==> config.mk <==
export PLATFORM = sky130hd
export DESIGN_NAME = eq2_sweep_checker_amisha
export DESIGN_NICKNAME = d
export VERILOG_FILES = /design/src/rtl/eq2_sweep_checker_amisha.sv
export SDC_FILE = /design/constraint.sdc
export NUM_CORES = 1
export LEC_CHECK = 0
export ABC_AREA = 1
export ABC_CLOCK_PERIOD_IN_PS = 2500
export CAP_MARGIN = 30
export CELL_PAD_IN_SITES_DETAIL_PLACEMENT = 2
export CELL_PAD_IN_SITES_GLOBAL_PLACEMENT = 2
export CORE_MARGIN = 2
export CORE_UTILIZATION = 26
export DETAILED_ROUTE_END_ITERATION = 10
export HOLD_SLACK_MARGIN = 0.15
export PLACE_DENSITY = 0.65
export SYNTH_ARGS = -nofsm -noshare
export SYNTH_HDL_FRONTEND = slang
export SYNTH_SLANG_ARGS = --single-unit
==> constraint.sdc <==
create_clock -name clk_amisha -period 2.5 [get_ports clk_amisha]
set_input_delay 0.75 -clock clk_amisha [delete_from_list [all_inputs] [get_ports clk_amisha]]
set_output_delay 0.75 -clock clk_amisha [all_outputs]
set_load 0.1 [all_outputs]
==> src/rtl/eq2_sweep_checker_amisha.sv <==
// ============================================================================
// Module   : eq2_sweep_checker_amisha
// Brief    : Exhaustive (a, b) sweep generator and aeqb response checker for
//            N-bit equality comparators; reports pass/fail and first failure.
// Revision : 1.0 - initial release
// ============================================================================
`default_nettype none

module eq2_sweep_checker_amisha #(
  parameter int N             = 2,
  parameter int SETTLE_CYCLES = 2
) (
  input  logic           clk_amisha,
  input  logic           reset_n_amisha,
  input  logic           start_amisha,
  input  logic           aeqb_amisha,
  output logic [N-1:0]   a_amisha,
  output logic [N-1:0]   b_amisha,
  output logic           busy_amisha,
  output logic           done_amisha,
  output logic           pass_amisha,
  output logic [2*N:0]   err_count_amisha,
  output logic           fail_valid_amisha,
  output logic [N-1:0]   fail_a_amisha,
  output logic [N-1:0]   fail_b_amisha
);

  localparam int         c_idx_w       = 2 * N;
  localparam bit         c_no_settle   = (SETTLE_CYCLES == 0);
  localparam logic [3:0] c_settle_last = (SETTLE_CYCLES > 0) ? 4'(SETTLE_CYCLES - 1) : 4'd0;

  typedef enum logic [1:0] {
    ST_IDLE  = 2'd0,
    ST_WAIT  = 2'd1,
    ST_CHECK = 2'd2,
    ST_DONE  = 2'd3
  } state_t;

  state_t               r_state;
  state_t               w_state_next;
  logic [c_idx_w-1:0]   r_idx;
  logic [3:0]           r_settle_cnt;
  logic                 r_busy;
  logic                 r_pass;
  logic [2*N:0]         r_err_count;
  logic                 r_fail_valid;
  logic [N-1:0]         r_fail_a;
  logic [N-1:0]         r_fail_b;

  logic                 w_idx_last;
  logic                 w_settle_end;
  logic                 w_mismatch;

  assign w_idx_last   = &r_idx;
  assign w_settle_end = (r_settle_cnt == c_settle_last);
  // Operands come straight from the index, so they stay stable until it moves.
  assign w_mismatch   = (aeqb_amisha != (r_idx[c_idx_w-1:N] == r_idx[N-1:0]));

  always_ff @(posedge clk_amisha or negedge reset_n_amisha) begin
    if (!reset_n_amisha) begin
      r_state <= ST_IDLE;
    end else begin
      r_state <= w_state_next;
    end
  end

  always_comb begin
    w_state_next = r_state;
    case (r_state)
      ST_IDLE: begin
        if (start_amisha) begin
          if (c_no_settle) w_state_next = ST_CHECK;
          else             w_state_next = ST_WAIT;
        end
      end
      ST_WAIT: begin
        if (w_settle_end) w_state_next = ST_CHECK;
      end
      ST_CHECK: begin
        if (w_idx_last)       w_state_next = ST_DONE;
        else if (c_no_settle) w_state_next = ST_CHECK;
        else                  w_state_next = ST_WAIT;
      end
      ST_DONE: begin
        w_state_next = ST_IDLE;
      end
      default: begin
        w_state_next = ST_IDLE;
      end
    endcase
  end

  always_ff @(posedge clk_amisha or negedge reset_n_amisha) begin
    if (!reset_n_amisha) begin
      r_idx        <= '0;
      r_settle_cnt <= 4'd0;
      r_busy       <= 1'b0;
      r_pass       <= 1'b0;
      r_err_count  <= '0;
      r_fail_valid <= 1'b0;
      r_fail_a     <= '0;
      r_fail_b     <= '0;
    end else begin
      if (r_state == ST_WAIT) r_settle_cnt <= r_settle_cnt + 4'd1;
      else                    r_settle_cnt <= 4'd0;

      case (r_state)
        ST_IDLE: begin
          if (start_amisha) begin
            r_idx        <= '0;
            r_err_count  <= '0;
            r_fail_valid <= 1'b0;
            r_pass       <= 1'b0;
            r_busy       <= 1'b1;
          end
        end
        ST_CHECK: begin
          if (w_mismatch) begin
            r_err_count <= r_err_count + 1'b1;
            if (!r_fail_valid) begin
              r_fail_valid <= 1'b1;
              r_fail_a     <= r_idx[c_idx_w-1:N];
              r_fail_b     <= r_idx[N-1:0];
            end
          end
          // The final vector is left on the operands after the sweep.
          if (w_idx_last) r_busy <= 1'b0;
          else            r_idx  <= r_idx + 1'b1;
        end
        ST_DONE: begin
          r_pass <= (r_err_count == '0);
        end
        default: begin
        end
      endcase
    end
  end

  assign a_amisha          = r_idx[c_idx_w-1:N];
  assign b_amisha          = r_idx[N-1:0];
  assign busy_amisha       = r_busy;
  assign done_amisha       = (r_state == ST_DONE);
  assign pass_amisha       = r_pass;
  assign err_count_amisha  = r_err_count;
  assign fail_valid_amisha = r_fail_valid;
  assign fail_a_amisha     = r_fail_a;
  assign fail_b_amisha     = r_fail_b;

endmodule

`default_nettype wire
# [Word level (Yosys, flattened, before mapping)]
# Index checks and enable logic that the tools add are counted.
[word_totals] register_bits=22 inputBits=4 word_cells=53
[op_classes] n_addsub=3 n_eq_ne=11 n_mux=18 bitwise=1 n_reduce_logical=11
[ops] operator="$mux 4" count=3
[ops] operator="$reduce_and 3->1" count=4
[ops] operator="$mux 5" count=2
[ops] operator="$ne 2x2->1 const B" count=5
[ops] operator="$pmux 5 s2" count=1
[ops] operator="$add 4x1->4 const B" count=2
[ops] operator="$pmux 2 s4" count=1
[ops] operator="$pmux 4 s2" count=1
[ops] operator="$mux 2" count=3
[ops] operator="$pmux 1 s2" count=3
[ops] operator="$add 5x1->5 const B" count=1
[ops] operator="$logic_not 5->1" count=1
[ops] operator="$eq 2x2->1 const B" count=2
[ops] operator="$eq 4x1->1 const B" count=1
[ops] operator="$mux 1" count=4
[ops] operator="$reduce_and 2->1" count=2
[ops] operator="$reduce_and 4->1" count=1
[ops] operator="$reduce_bool 2->1" count=2
[ops] operator="$eq 2x1->1 const B" count=1
[ops] operator="$eq 2x2->1" count=1
[ops] operator="$logic_not 2->1" count=1
[ops] operator="$ne 1x1->1" count=1
[ops] operator="$not 1->1" count=1

# [Depth between registers and ports, before layout]
[logic_depth] word_depth=4 mapped_depth=10 depth_no_buf=10

# [Least setup slack after synthesis]
# No wires, ideal clock.
[synth_path] kind="reg2out" startpoint="register r_state[0]" endpoint="output done_amisha" t_arrival_ps=1142 required_ps=1750 slack_ps=608 path_stages_with_launch=3 path_cell_list="dfrtp_1 nand2_1 clkinv_1"
[synth_via] elab_chain_cells=1
[synth_rtl] item="from (decl)" line_no="39" text="state_t r_state;"
[synth_rtl] item="from (signal assigned)" line_no="63" text="r_state <= w_state_next;"
[synth_rtl] item="$eq 2x2->1" line_no="142" text="assign done_amisha = (r_state == ST_DONE);"
[synth_rtl] item="to (decl)" line_no="20" text="output logic done_amisha,"
# Every way passes these cells.

# [Worst setup path in the final report]
# Ends and elaborated chain as after synthesis.

==> implementation parameters <==
Parameter                              Value

Clock network
  Master cell of the clock root buffer ... sky130_fd_sc_hd__clkbuf_8
  Clock latency on the worst-skew pair ... ~270 ps
  Buffer depth of the longest clock path ... 2
  Reg clk slew, reported paths ... 90 ps
  Sinks on the clock net ... 22
  Setup Buffers After CTS ... 0
  Count of cells resized by post-cts repair ... 0
  Clock tree from TritonCTS ... built
  Number of buffers created by CTS ... 3
  Hold_buf cts ... 0
  Level count of the clock H-tree ... 1

Global route
  Largest net degree at the start of global routing ... 23
  First-pass GRT wire length ... 5480 um
  Number of antenna violations at the first check in global routing ... 0
  Grt ovf ... 0
  Number of global-route vias before repair ... approximately 1100
  Combined global-route utilization of all metal layers ... 0.138

Worst hold path
  Class of the most critical hold timing path ... reg -> reg

Power and ir drop
  Net Sw Power ... around 1200 uW
  Switching fraction of total power ... 0.556
  Maximum resistive drop on vdd ... around 560 uV
  Sequential group share of total power ... 0.268
  Leakage ... roughly 0.00075 uW
  Internal power of the cells ... around 950 uW
  Clk pwr share ... 0.159
  Power per standard cell area ... 1430 nW/um^2
  Comb pwr share ... 0.572

Floorplanning
  Full die area ... between 5000 and 6000 um^2
  Effective utilization at floorplan ... 0.270
  Die Span X ... around 70 um
  I/O pin count ... 21
  Standard-cell row count ... 24
  Core outline area ... 4380 um^2
  DIE HEIGHT ... 71.5 um

Routing
  Number of design rule violations left after detail routing ... 0
  Initial drt markers ... 4
  Total wire length ... between 3000 and 4000 um
  Total number of vias ... between 900 and 1000
  ANT nets after route ... 0
  1st-pass router iterations ... 4
  DR vias/cell ... approximately 4.7
  Routed wire length per instance ... between 10 and 15 um

Yosys
  Count of warnings emitted by yosys ... 0
  Proportion of synthesized flip-flops having asynchronous set or reset ... 1.00
  Post-synthesis instance area ... between 1000 and 1500 um^2
  Avg Inst Size Synth ... roughly 8.8 um^2
  Count of state elements after synthesis ... 22
  Post-synthesis sequential area ratio ... 0.465
  Post-Synthesis Cells ... about 140
  EDFF count, synth ... 0
  Net count after synthesis ... ~140
  Post-synthesis cell type count ... 23
  Main synth FF type ... sky130_fd_sc_hd__dfrtp_1

Timing
  Setup repair after global routing missed its margin ... no
  Worst-case headroom to the max-slew limit ... 0.791
  Sum Neg Setup Slack ... 0 ps
  Final setup vio count ... 0
  Highest attainable clock frequency ... slightly above 0.5 GHz
  Worst setup skew after layout ... roughly 5.1 ps
  Final critical delay including setup and external delays ... 1950 ps
  Count of final hold-check violations ... 0
  Measured slew at the worst slew-check pin ... ~310 ps
  Max-slew violation count ... 0
  Share of the clock period used by the worst path ... 0.778

Finish
  Relative area change from synthesis to final layout ... 26.5%
  Final std cell area, no fill ... between 1000 and 1500 um^2
  Share of cells above drive strength 1 ... 0.263
  Antenna diodes ... 0
  Final nets ... 170
  Number of fill cells ... just over 500

Place
  Area after DPL ... roughly 1400 um^2
  DP HPWL ... roughly 2400 um
  Routability congestion estimate ... ~0.72
  Port buffer count ... 20

Critical path
  Crit Path Class ... reg -> out
  CP Max Fanout ... 5
  Critical path launch point type ... flop
  Endpoint required time on the critical path ... between 1500 and 2000 ps
  Crit path capture type ... primary output
  CP arrival ... ~1200 ps

Run
  MaxCap Viol Count ... 0

Status
  Run status ... finished, final reports clean
-- per-stage QoR --
step           worst slack, ps  power (uW)  hold WS [ps]  utilization  instances
6_report                   555        2150           485        0.342        212
5_1_grt                    476        2300           520        0.342        212
4_1_cts                    541        2190           490        0.342        212
3_5_place_dp               573        1830           468        0.325        208
3_3_place_gp               604        1800           460        0.325        208
2_1_floorplan              608        1530           454            -        135
-- routing by layer --
layer  global-route usage  wire length, um
met1                0.180             1420
met3               0.0253              115
met4               0.0503               26
met2                0.227             1500
met5                    0                0
-- synth_stat cells (2+ instances only) --
cell type | number | area share
sky130_fd_sc_hd__inv_1 | 11 | 0.035
sky130_fd_sc_hd__xor2_1 | 3 | 0.022
sky130_fd_sc_hd__xnor2_1 | 3 | 0.022
sky130_fd_sc_hd__dfrtp_1 | 22 | 0.47
sky130_fd_sc_hd__inv_2 | 7 | 0.022
sky130_fd_sc_hd__ha_1 | 5 | 0.053
sky130_fd_sc_hd__nand3_2 | 2 | 0.017
sky130_fd_sc_hd__nand2_2 | 4 | 0.021
sky130_fd_sc_hd__o21ai_0 | 5 | 0.021
sky130_fd_sc_hd__nor2_1 | 12 | 0.038
sky130_fd_sc_hd__nand4_1 | 5 | 0.026
sky130_fd_sc_hd__nand2_1 | 31 | 0.098
sky130_fd_sc_hd__nand2_4 | 4 | 0.038
sky130_fd_sc_hd__o22ai_1 | 2 | 0.011
sky130_fd_sc_hd__nand3_1 | 11 | 0.047
-- layout make-up --
cell class | instances | area [um^2] | area share
timing repair buffer | 21 | 178 | 0.119
clock buffer | 3 | 41.3 | 0.0276
tap | 52 | 65.1 | 0.0434
sequential | 22 | 551 | 0.368
inverter | 19 | 71.3 | 0.0476
clock inverter | 1 | 30.0 | 0.0201
multi-input combinational | 94 | 562 | 0.375
-- cells in the final DEF, fill, tap and decap left out, drive strengths merged --
master and instances:
o31ai 1, clkbuf 3, buf 18, dfrtp 22, o21ai 6, nor3 1, clkdlybuf4s50 3, nand2 39
nor2 14, ha 5, a21oi 1, nand3 14, nand4 5, clkinv 1, xnor2 3, inv 18
bufinv 1, o22ai 2, xor2 3
-- final timing paths --
path / slack [ps] / endpoint / start / cells past startpoint
worst max-delay path: 550 / done_amisha / r_state[0] / 3
worst min-delay path: 490 / fail_b_amisha[1] / fail_b_amisha[1] / 2
worst max register to register: 1170 / fail_a_amisha[1] / r_idx[0] / 10
worst min register to register: 490 / fail_b_amisha[1] / fail_b_amisha[1] / 2
max in group asynchronous: 1440 / busy_amisha / reset_n_amisha / 2
min in group asynchronous: 830 / fail_b_amisha[1] / reset_n_amisha / 2
-- registers in the layout, indices dropped and copies added, names as in the netlist, 2 cells and up --
signal,flops
err_count_amisha,5
fail_a_amisha,2
fail_b_amisha,2
r_idx,4
r_settle_cnt,4
r_state,2
-- critical path, cell delays in order (launching register included) --
cell,delay (ps)
sky130_fd_sc_hd__dfrtp_1,460
sky130_fd_sc_hd__nand2_1,130
sky130_fd_sc_hd__clkinv_1,140
sky130_fd_sc_hd__buf_12,190
-- power groups by stage --
stage	combinational, uW	sequential [uW]	clock (uW)
floorplan	461	1070	0
global placement	1220	582	0
detailed placement	1250	587	0
CTS	1250	580	356
global route	1320	601	375
finish	1230	577	343
-- kinds of logic (layout without fill, tap and decap cells) --
group / after synthesis / count (layout) / share of synthesized area
AND/OR/NAND/NOR: 73 / 73 / 0.331
adder cells (fa/ha/maj): 5 / 5 / 0.0529
XOR/XNOR: 6 / 6 / 0.0444
AO/OA/AOI/OAI: 10 / 10 / 0.0465
buffers and inverters: 19 / 44 / 0.0603
flip-flops: 22 / 22 / 0.465
Note: power is estimated with default switching activity, not from simulation.
